File: config.mk
export PLATFORM = sky130hd
export DESIGN_NAME = sobel_edge_pipe
export DESIGN_NICKNAME = d
export VERILOG_FILES = /design/src/rtl/sobel_pkg.sv /design/src/rtl/sobel_kernel.sv /design/src/rtl/sobel_edge_pipe.sv
export SDC_FILE = /design/constraint.sdc
export NUM_CORES = 1
export LEC_CHECK = 0
export CORE_UTILIZATION = 57
export DETAILED_ROUTE_END_ITERATION = 16
export PLACE_DENSITY = 0.78
export SLEW_MARGIN = 10
export SYNTH_ARGS = -nofsm -noshare
export SYNTH_HDL_FRONTEND = slang
export SYNTH_HIERARCHICAL = 1
export SYNTH_SLANG_ARGS = --single-unit
File: constraint.sdc
create_clock -name clk -period 4.7 [get_ports clk]
set_input_delay 0.47 -clock clk [delete_from_list [all_inputs] [get_ports clk]]
set_output_delay 0.47 -clock clk [all_outputs]
set_load 0.05 [all_outputs]
File: src/rtl/sobel_pkg.sv
// Shared types and sizing helpers for the Sobel edge pipeline.
package sobel_pkg;

  typedef enum logic [1:0] {
    MODE_GX  = 2'd0,
    MODE_GY  = 2'd1,
    MODE_SUM = 2'd2,
    MODE_MAX = 2'd3
  } sobel_mode_t;

  typedef enum logic {
    RUN   = 1'b0,
    FLUSH = 1'b1
  } sobel_state_t;

  // Width of a counter that holds 0..n-1; never narrower than one bit.
  function automatic int col_w(input int n);
    return (n > 1) ? $clog2(n) : 1;
  endfunction

endpackage

File: src/rtl/sobel_kernel.sv
// Two-stage Sobel arithmetic: weighted tap sums, then abs/select/saturate/border.
// The threshold comparator exists only when SOBEL_THRESH_EN is defined.
module sobel_kernel
  import sobel_pkg::*;
#(
  parameter int PIX_W = 12
) (
  input  logic             clk,
  input  logic             rst,
  input  logic             vld_p0,
  input  logic [PIX_W-1:0] p00,
  input  logic [PIX_W-1:0] p01,
  input  logic [PIX_W-1:0] p02,
  input  logic [PIX_W-1:0] p10,
  input  logic [PIX_W-1:0] p12,
  input  logic [PIX_W-1:0] p20,
  input  logic [PIX_W-1:0] p21,
  input  logic [PIX_W-1:0] p22,
  input  logic             vld_p1,
  input  logic [1:0]       mode_p1,
  input  logic             border_p1,
`ifdef SOBEL_THRESH_EN
  input  logic [PIX_W-1:0] thresh,
  output logic             edge_p2,
`endif
  output logic [PIX_W-1:0] mag_p2
);

  localparam int SW = PIX_W + 2;
  localparam int MW = PIX_W + 3;
  localparam logic [MW-1:0] SAT_MAX = {3'b000, {PIX_W{1'b1}}};

  function automatic logic [SW-1:0] tap_sum(input logic [PIX_W-1:0] a,
                                            input logic [PIX_W-1:0] b,
                                            input logic [PIX_W-1:0] c);
    return SW'(a) + {1'b0, b, 1'b0} + SW'(c);
  endfunction

  function automatic logic [SW-1:0] abs_diff(input logic [SW-1:0] a,
                                             input logic [SW-1:0] b);
    return (a >= b) ? (a - b) : (b - a);
  endfunction

  function automatic logic [PIX_W-1:0] saturate(input logic [MW-1:0] v);
    return (v > SAT_MAX) ? {PIX_W{1'b1}} : v[PIX_W-1:0];
  endfunction

  logic [SW-1:0]    sum_l_p1, sum_r_p1, sum_t_p1, sum_b_p1;
  logic [SW-1:0]    gx, gy;
  logic [MW-1:0]    raw;
  logic [PIX_W-1:0] mag;

  // ---- stage p0 -> p1: column and row weighted sums
  always_ff @(posedge clk) begin
    if (vld_p0) begin
      sum_l_p1 <= tap_sum(p00, p10, p20);
      sum_r_p1 <= tap_sum(p02, p12, p22);
      sum_t_p1 <= tap_sum(p00, p01, p02);
      sum_b_p1 <= tap_sum(p20, p21, p22);
    end
  end

  // ---- stage p1 -> p2: gradient magnitudes, mode select, saturate, border force
  always_comb begin
    gx  = abs_diff(sum_r_p1, sum_l_p1);
    gy  = abs_diff(sum_b_p1, sum_t_p1);
    raw = '0;
    case (sobel_mode_t'(mode_p1))
      MODE_GX:  raw = MW'(gx);
      MODE_GY:  raw = MW'(gy);
      MODE_SUM: raw = MW'(gx) + MW'(gy);
      default:  raw = MW'((gx > gy) ? gx : gy);
    endcase
    mag = border_p1 ? '0 : saturate(raw);
  end

  always_ff @(posedge clk or posedge rst) begin
    if (rst) begin
      mag_p2 <= '0;
    end else if (vld_p1) begin
      mag_p2 <= mag;
    end
  end

`ifdef SOBEL_THRESH_EN
  always_ff @(posedge clk or posedge rst) begin
    if (rst) begin
      edge_p2 <= 1'b0;
    end else if (vld_p1) begin
      edge_p2 <= !border_p1 && (mag >= thresh);
    end
  end
`endif

endmodule

File: src/rtl/sobel_edge_pipe.sv
// 3x3 Sobel edge stage: pixel window, column tracking and per-line flush FSM.
// Define SOBEL_THRESH_EN to add the thresh input and registered out_edge flag.
module sobel_edge_pipe
  import sobel_pkg::*;
#(
  parameter int PIX_W = 12,
  parameter int IMG_W = 640
) (
  input  logic             clk,
  input  logic             rst,
  input  logic             in_valid,
  output logic             in_ready,
  input  logic [PIX_W-1:0] row0_pix,
  input  logic [PIX_W-1:0] row1_pix,
  input  logic [PIX_W-1:0] row2_pix,
  input  logic [1:0]       mode,
`ifdef SOBEL_THRESH_EN
  input  logic [PIX_W-1:0] thresh,
  output logic             out_edge,
`endif
  output logic [PIX_W-1:0] out_pix,
  output logic             out_valid,
  output logic             out_border
);

  localparam int COL_W = col_w(IMG_W);
  localparam logic [COL_W-1:0] LAST_COL  = COL_W'(IMG_W - 1);
  localparam logic [COL_W-1:0] FIRST_COL = COL_W'(0);
  localparam logic [COL_W-1:0] EDGE_COL  = COL_W'(1);

  sobel_state_t          state, state_next;
  logic [COL_W-1:0]      col;
  logic                  accept, flush, shift, ready_next;
  logic [8:0][PIX_W-1:0] win_p0;   // index row*3 + col; col 0 holds the newest pixel
  logic                  vld_p0, border_p0;
  sobel_mode_t           mode_p0;
  logic                  vld_p1, border_p1;
  sobel_mode_t           mode_p1;

  assign accept = in_valid && in_ready;
  assign shift  = accept || flush;

  always_comb begin
    state_next = state;
    flush      = 1'b0;
    case (state)
      RUN: begin
        if (accept && (col == LAST_COL)) state_next = FLUSH;
      end
      FLUSH: begin
        flush      = 1'b1;
        state_next = RUN;
      end
      default: state_next = RUN;
    endcase
    ready_next = (state_next == RUN);
  end

  // in_ready is registered so that it stays low for the first cycle after reset.
  always_ff @(posedge clk or posedge rst) begin
    if (rst) begin
      state    <= RUN;
      in_ready <= 1'b0;
      col      <= '0;
    end else begin
      state    <= state_next;
      in_ready <= ready_next;
      if (accept) col <= (col == LAST_COL) ? '0 : col + 1'b1;
    end
  end

  // ---- stage p0: window shift plus the sideband issued with it
  always_ff @(posedge clk or posedge rst) begin
    if (rst) begin
      win_p0 <= '0;
    end else if (shift) begin
      for (int r = 0; r < 3; r++) begin
        win_p0[r*3+2] <= win_p0[r*3+1];
        win_p0[r*3+1] <= win_p0[r*3];
      end
      win_p0[0] <= flush ? '0 : row0_pix;
      win_p0[3] <= flush ? '0 : row1_pix;
      win_p0[6] <= flush ? '0 : row2_pix;
    end
  end

  always_ff @(posedge clk or posedge rst) begin
    if (rst) begin
      vld_p0    <= 1'b0;
      border_p0 <= 1'b0;
      mode_p0   <= MODE_GX;
    end else begin
      vld_p0    <= flush || (accept && (col != FIRST_COL));
      border_p0 <= flush || (accept && (col == EDGE_COL));
      if (accept) mode_p0 <= sobel_mode_t'(mode);
    end
  end

  // ---- stage p1 / p2: sideband follows the kernel's two registered stages
  always_ff @(posedge clk or posedge rst) begin
    if (rst) begin
      vld_p1     <= 1'b0;
      border_p1  <= 1'b0;
      mode_p1    <= MODE_GX;
      out_valid  <= 1'b0;
      out_border <= 1'b0;
    end else begin
      vld_p1     <= vld_p0;
      border_p1  <= border_p0;
      mode_p1    <= mode_p0;
      out_valid  <= vld_p1;
      out_border <= vld_p1 && border_p1;
    end
  end

  sobel_kernel #(
    .PIX_W(PIX_W)
  ) kernel (
    .clk      (clk),
    .rst      (rst),
    .vld_p0   (vld_p0),
    .p00      (win_p0[0]),
    .p01      (win_p0[1]),
    .p02      (win_p0[2]),
    .p10      (win_p0[3]),
    .p12      (win_p0[5]),
    .p20      (win_p0[6]),
    .p21      (win_p0[7]),
    .p22      (win_p0[8]),
    .vld_p1   (vld_p1),
    .mode_p1  (mode_p1),
    .border_p1(border_p1),
`ifdef SOBEL_THRESH_EN
    .thresh   (thresh),
    .edge_p2  (out_edge),
`endif
    .mag_p2   (out_pix)
  );

endmodule

==> results of run 1 <==
[path summary, 6_finish.rpt]
kind	start	endpoint	cells after the start
worst max-delay path	kernel/sum_r_p1[0]	kernel/mag_p2[1]	24
worst min register to register	mode_p0[0]	mode_p1[0]	0
worst min-delay path	mode_p0[0]	mode_p1[0]	0
worst max register to register	kernel/sum_r_p1[0]	kernel/mag_p2[1]	24
max in group asynchronous	rst	win_p0[107]	3
min in group asynchronous	rst	vld_p1	2
[cells in the mapped netlist (15+ instances only)]
cell                       count
sky130_fd_sc_hd__mux2_2       69
sky130_fd_sc_hd__o21ai_0      63
sky130_fd_sc_hd__nand3_1      24
sky130_fd_sc_hd__ha_1        137
sky130_fd_sc_hd__a21oi_1     116
sky130_fd_sc_hd__nand2_1     139
sky130_fd_sc_hd__o21a_1       16
sky130_fd_sc_hd__a31oi_1      15
sky130_fd_sc_hd__xnor2_1      43
sky130_fd_sc_hd__fa_1         52
sky130_fd_sc_hd__edfxtp_1     56
sky130_fd_sc_hd__a21o_1       35
sky130_fd_sc_hd__xor2_1       27
sky130_fd_sc_hd__nor2_1       70
sky130_fd_sc_hd__clkbuf_1     32
sky130_fd_sc_hd__inv_1       128
sky130_fd_sc_hd__dfrtp_1     142
sky130_fd_sc_hd__nor2b_1      17
[state kept, by name, indices dropped and copies added, names as in the netlist, 10 cells and up]
register and count:
kernel/mag_p2 12, kernel/sum_t_p1 14, win_p0 108, kernel/sum_l_p1 14
kernel/sum_b_p1 14, kernel/sum_r_p1 14, col 10
[final cells by class]
class / count / area (µm²)
tap: 324 / 405
inverter: 129 / 487
clock buffer: 17 / 425
multi-input combinational: 1035 / 8720
clock inverter: 15 / 193
timing repair buffer: 263 / 2150
sequential: 198 / 5240
fill: 1723 / 6840
[metrics by stage]
stage               std cells  hold slack (ns)  utilization (%)  setup TNS (ns)
floorplan                1419            0.331                -               0
global placement         1926            0.343             67.0           -2.38
detailed placement       1926            0.340             67.0           -3.19
CTS                      1972            0.357             70.7          -0.746
global route             1981            0.372             72.0           -3.04
finish                   1981            0.364             72.0          -0.301
[metal layers]
metal,vias to the layer above,share of wire (%),track usage [%]
met5,-,0,0
met4,0,2.9,10.7
met3,88,4.3,3.64
met2,373,50,50.3
met1,5674,43,37.3
li1,5450,-,-
[repair_timing]
item,4_1_cts,5_1_grt
pin swaps,35,31
setup buffers,14,9
cloned,0,0
endpoints found under the setup margin,12,12
endpoints found under the hold margin,0,0
resized for setup,41,49
[cell families after synthesis]
| logic type | Yosys count | share of synthesized area [%] |
|---|---|---|
| AOI/OAI and AO/OA | 360 | 16.7 |
| and+or+nand+nor | 328 | 10.8 |
| DFF | 198 | 36.6 |
| adders and majority gates | 189 | 19.3 |
| buffers and inverters | 186 | 5.52 |
| muxes | 88 | 6.90 |
| xor gates and xnor gates | 70 | 4.29 |
[layout by cell type, fill, tap and decap left out, types with 25 or more instances in the layout]
| cell | count |
|---|---|
| sky130_fd_sc_hd__buf_4 | 199 |
| sky130_fd_sc_hd__dfrtp_1 | 141 |
| sky130_fd_sc_hd__nand2_1 | 137 |
| sky130_fd_sc_hd__ha_1 | 127 |
| sky130_fd_sc_hd__inv_1 | 124 |
| sky130_fd_sc_hd__a21oi_1 | 108 |
| sky130_fd_sc_hd__mux2_2 | 69 |
| sky130_fd_sc_hd__nor2_1 | 69 |
| sky130_fd_sc_hd__o21ai_0 | 57 |
| sky130_fd_sc_hd__edfxtp_1 | 56 |
| sky130_fd_sc_hd__clkdlybuf4s50_1 | 55 |
| sky130_fd_sc_hd__fa_1 | 49 |
| sky130_fd_sc_hd__xnor2_1 | 38 |
| sky130_fd_sc_hd__a21o_1 | 35 |
| sky130_fd_sc_hd__xor2_1 | 25 |
==> results summary, run 1 <==
The pin count of the biggest net entering global routing is 103. Clock tree synthesis selected as its root buffer the cell sky130_fd_sc_hd__clkbuf_16. The number of enable-type register cells in the synthesized netlist came out at 56.

In this run the remaining antenna-violating nets after routing total 0. The flop-to-flop setup slack is -0.10 ns. The via count of the first global-routing pass is 11.9k. The max-cap check violation count is 0. The signal on the critical path passes through inv_2 > ha_4 > inv_2 > fa_2 > a211o_1 > a21o_1 > a22o_4 > nor2_4 > buf_4 > o211ai_1 > o31ai_2 > xnor2_1 > buf_4 > ha_1 > nor2b_2 > nor3_1 > nor2_1 > a21oi_1 > o32a_1 > buf_6 > and2_0 > mux4_2 > a21oi_2 > a22oi_2. The delay of the slowest cell on the worst path is 0.46 ns.

The data arrival time of the critical path is 5.14 ns. In this run the tool buffered the top-level ports with 55 buffer cells. The number of antenna diodes in the final layout is 0. The count of endpoints failing setup in the final report is 9. The number of cells produced by synthesis came out at 1,419. The number of vias in the routed layout came out at 11.6k. Broken down by cell family, the worst path's largest delay share belongs to compound AO/OA/AOI/OAI gates. The path class of the tightest hold or removal check is flop to flop. The post-layout instance area is 17,600 µm².

The placer's final routability congestion estimate came out at 0.991. The critical path contains buffers and inverters numbering 5 combined. The final period utilization came out at 102%. The maximum frequency from static timing analysis came out at 0.208 GHz. The placeable core region came out at 24,500 µm². Sorting the synthesized cells by area gives the leading types as sky130_fd_sc_hd__dfrtp_1 (25%), sky130_fd_sc_hd__ha_1 (12%), sky130_fd_sc_hd__edfxtp_1 (12%). At the worst endpoint, the required time is 5.03 ns. The final count of pins violating max slew is 0. The post-place setup slack came out at -0.291 ns. The sequential-to-total area share from yosys stat is 36.6%. The number of DRC markers after the initial detailed-route iteration came out at 758.

The horizontal die dimension came out at 160 µm. Dividing the detail-routed via count by the number of cells gives 5.85. The slowest stage of the critical path belongs to the cell sky130_fd_sc_hd__mux4_2. Dividing the detail-routed wire length by the instance count gives 18.4 µm. The worst relative slew slack came out at 41.3%. The net count reported at finish is 1,874. Measured along the y axis, the die boundary spans 160 µm. The synthesized netlist contains 80 unique library cells. The clock latency on the worst-skew pair came out at 0.46 ns. The number of hold violations in the final report came out at 0.

The critical path startpoint category is a flop. STA classifies the critical path endpoint as a flop. The synthesis warning total is 6. The total routing usage reported by global routing is 29.0%. After layout, the worst setup slack is -0.101 ns.

By startpoint and endpoint, the worst setup path is classified as flop to flop. The global-route wire length before repair is 59.1 mm. The top-level I/O count came out at 56.

The standard cell area after detailed placement is 16,400 µm². The total nets after synthesis came out at 1,649. In this run, CTS created clock tree buffers numbering 17. The checks that failed: negative setup slack. The clock arrives with 0.0250 ns of skew. The worst-margin pin slew came out at 0.880 ns.

After synthesis, the share of flip-flops with an asynchronous set or reset is 71.7%. The minimum clock period came out at 4.80 ns. After clock tree synthesis, the clock-pin slew on the worst setup and hold paths is 0.09 ns. The average size of a mapped cell is 10.1 µm². In this run the worst path has a maximum fanout of 7. The count of standard-cell rows is 57. The number of buffers on the longest clock path is 2.

The cts-stage hold buffer count came out at 0. The fraction of layout cells with a size suffix above 1 is 24.5%. Setup repair after global routing could not meet its margin everywhere.

The biggest area contributor in the post-synthesis netlist is sky130_fd_sc_hd__dfrtp_1. Counting every sink on the clock net gives 198. For this run, design rule violations remaining after detail routing come to 0. The die footprint is 25,700 µm². The main flop type after synthesis is sky130_fd_sc_hd__dfrtp_1.

The total iterations of the first detailed-routing run is 5. TritonCTS built the clock tree. The run finished, with violations left. The effective utilization at floorplan is 58.5%.

The HPWL reported at the end of detailed placement is 27.2 mm. The maximum level of the CTS H-tree came out at 4. The aggregate routed wire length is 36.4 mm. The sum of overflow across all layers after global routing came out at 0.

The synthesized netlist occupies a cell area of 14,300 µm². The top-area cell type share of the netlist area is 24.8%. From synthesis to final layout, the design area changed by 23.2%.

In this run, synthesis produced a sequential element count of 198. The number of antenna violations at the first check in global routing is 1.
Power of run 1 is left out: the tool's default activity adds up to more than one toggle a clock period on the data nets, which glitch-free logic cannot reach.
==> inputs of run 2 (changes only) <==
--- a/config.mk
+++ b/config.mk
@@ -6,8 +6,9 @@
 export NUM_CORES = 1
 export LEC_CHECK = 0
 export CORE_UTILIZATION = 57
+export CTS_BUF_LIST = sky130_fd_sc_hd__clkbuf_16
 export DETAILED_ROUTE_END_ITERATION = 16
-export PLACE_DENSITY = 0.78
+export PLACE_DENSITY_LB_ADDON = 0.15
 export SLEW_MARGIN = 10
 export SYNTH_ARGS = -nofsm -noshare
 export SYNTH_HDL_FRONTEND = slang
==> results summary, run 2 (synthesized netlist as in run 1, its figures left out) <==
The critical path startpoint category is a flop. The maximum level of the CTS H-tree is 4. Global routing used 29.6% of the available tracks across all layers. For this run the aggregate overflow at the end of global routing stands at 0. The die footprint came out at 25,700 µm². The HPWL reported at the end of detailed placement is 28.2 mm. The number of vias in the routed layout came out at 11.6k. After detailed placement, the total cell area comes to 16,300 µm². CTS placed an instance of sky130_fd_sc_hd__clkbuf_16 at the clock tree root.

Across the routed clock network, the largest skew measured is 0.0162 ns. In the routed design, unresolved DRC markers number 0. The post-place setup slack is -0.288 ns. The flop-to-flop setup slack is -0.16 ns. The endpoint type of the worst setup path is a flop. At the worst endpoint, the arrival time is 5.16 ns. The via count of the first global-routing pass is 11.7k.

The vias per cell is 5.85. The maximum fanout along the worst path is 6. The repair_antennas step left the layout with diodes totalling 0.

Final hold analysis gives a worst-case slack of 0.358 ns. The worst setup path is of the flop to flop kind. Setup repair after global routing could not meet its margin everywhere. The minimum clock period is 4.86 ns. The count of standard-cell rows came out at 57. The number of buffers on the longest clock path is 2.

Clock-pin slew was measured on the worst setup and hold paths at 0.07 ns. The cell depth of the worst flop-to-flop path came out at 24. Setup violations remaining at the end of the flow were counted as 12. The run finished, with violations left. The routed wirelength normalized by instance count is 18.8 µm. Leaving out fill and tap cells, the most frequent cell in the layout is sky130_fd_sc_hd__buf_4. The number of hold violations in the final report is 0.

56 I/O pins were placed. The fraction of layout cells with a size suffix above 1 came out at 23.8%. The floorplan step set the die height to 160 µm. The worst relative slew slack is 37.8%. Counting the buffers created by CTS gives 17. The number of nets with antenna violations after routing came out at 0. The worst min-delay path class is flop to flop. The multi-input combinational cells in the finished layout cover a total of 8660 µm². The filler cell count in the final layout is 1,863. Max-cap violations in this run came to 0. Setup slack on the critical path of the routed design comes to -0.158 ns.

The growth of design area from synthesis to finish is 22.5%. The horizontal die dimension is 160 µm. The pin count of the biggest net entering global routing is 131. The routed design has 37.1 mm of wire.

The total area of sequential cells came out at 5240 µm². The final period utilization is 103%. The worst-margin pin slew is 0.933 ns. The critical register-to-register path endpoint is kernel/mag_p2[1]. The register with the most flip-flops in the layout has 108 of them. The final count of pins violating max slew is 0. The library cells used most frequently in the layout, excluding fill and tap cells, are sky130_fd_sc_hd__buf_4 (192), sky130_fd_sc_hd__dfrtp_1 (141), sky130_fd_sc_hd__nand2_1 (138). The total iterations of the first detailed-routing run is 6. The final reports fail on negative setup slack.

The clock latency on the worst-skew pair came out at 0.44 ns. In this run, the number of DRC markers left after iteration 0 of detailed routing was 700. During placement, the flow inserted port buffers numbering 55. The first global-routing pass estimated 60.1 mm of wire. The startpoint identified for the worst register-to-register timing path is kernel/sum_r_p1[0]. The maximum frequency from static timing analysis came out at 0.206 GHz. At the end of routability-driven placement, the weighted congestion stood at 0.940. The most critical setup path has its startpoint at kernel/sum_r_p1[0]. Once layout is done, the placed cells without fillers occupy 17,500 µm². The number of antenna violations at the first check in global routing came out at 0. The clock tree from TritonCTS is yes.

The most critical setup path has its endpoint at kernel/mag_p2[1]. The floorplan step defined a core boundary enclosing 24,500 µm². The initial utilization of the core area, before any placement, comes to 58.5%. The worst path required time is 5.01 ns. The net count reported at finish came out at 1,871. The number of sinks handled by clock tree synthesis is 198. The register bank with the most flops is win_p0.
==> run 2: cell types whose count changed in the layout (fill, tap and decap cells not counted), moves of 3 or more <==
cell / change
sky130_fd_sc_hd__buf_4: -7
sky130_fd_sc_hd__buf_6: +3
sky130_fd_sc_hd__ha_1: +3
sky130_fd_sc_hd__xnor2_1: +3
sky130_fd_sc_hd__xnor2_2: -3
sky130_fd_sc_hd__xor2_1: -3
sky130_fd_sc_hd__xor2_2: +3
==> run 2: how the worst min path moves through the flow <==
stage | slack [ns] | depth (start not counted) | from | to
after floorplan | 0.33 | 1 | rst | kernel/mag_p2[0]
after global placement | 0.33 | 0 | border_p0 | border_p1
after detailed placement | 0.35 | 0 | border_p0 | border_p1
after CTS | 0.37 | 0 | border_p0 | border_p1
after global routing | 0.37 | 0 | border_p0 | border_p1
final | 0.36 | 0 | border_p0 | border_p1
==> run 2: cell type report <==
| class | count | share of cell area [%] |
|---|---|---|
| tap | 324 | 2.31 |
| multi-input combinational | 1035 | 49.4 |
| inverter | 129 | 2.78 |
| sequential | 198 | 29.9 |
| clock inverter | 15 | 0.999 |
| clock buffer | 17 | 2.43 |
| timing repair buffer | 260 | 12.2 |
==> run 2: repair_timing <==
item / in CTS / in global routing
buffers inserted: 11 / 18
gates resized for setup: 20 / 67
hold buffers: 0 / 0
hold endpoints to repair: 0 / 0
pin swaps: 23 / 47
setup endpoints to repair: 12 / 12
==> run 2: layer usage <==
layer	up-vias	part of all wire, %	GRT usage [%]
li1	5436	-	-
met1	5731	45	39.6
met2	327	49	50.6
met3	74	4.1	3.28
met4	0	2.4	8.70
met5	-	0	0
==> run 2: metrics by stage <==
step / cells / util, % / setup TNS [ns]
floorplan: 1419 / - / 0
global placement: 1918 / 66.7 / -2.01
detailed placement: 1918 / 66.7 / -2.80
CTS: 1961 / 69.9 / -1.83
global route: 1978 / 71.6 / -4.32
finish: 1978 / 71.6 / -1.19
==> run 2: critical path, cell delays in order (launching register included) <==
cell and delay [ns]:
sky130_fd_sc_hd__edfxtp_1 0.41, sky130_fd_sc_hd__inv_2 0.09, sky130_fd_sc_hd__ha_4 0.14, sky130_fd_sc_hd__inv_2 0.03, sky130_fd_sc_hd__fa_2 0.34, sky130_fd_sc_hd__a211o_1 0.29, sky130_fd_sc_hd__a21o_1 0.22, sky130_fd_sc_hd__a22o_4 0.26
sky130_fd_sc_hd__nor2_4 0.20, sky130_fd_sc_hd__buf_6 0.13, sky130_fd_sc_hd__a31oi_2 0.11, sky130_fd_sc_hd__xor2_2 0.21, sky130_fd_sc_hd__ha_1 0.32, sky130_fd_sc_hd__buf_6 0.12, sky130_fd_sc_hd__inv_1 0.05, sky130_fd_sc_hd__a21oi_2 0.12
sky130_fd_sc_hd__nor2_1 0.05, sky130_fd_sc_hd__o21bai_1 0.17, sky130_fd_sc_hd__a31oi_1 0.11, sky130_fd_sc_hd__o32a_1 0.38, sky130_fd_sc_hd__buf_6 0.17, sky130_fd_sc_hd__and2_0 0.14, sky130_fd_sc_hd__mux4_2 0.46, sky130_fd_sc_hd__a21oi_2 0.13
sky130_fd_sc_hd__a22oi_2 0.09
Power of run 2 is left out for the same reason.
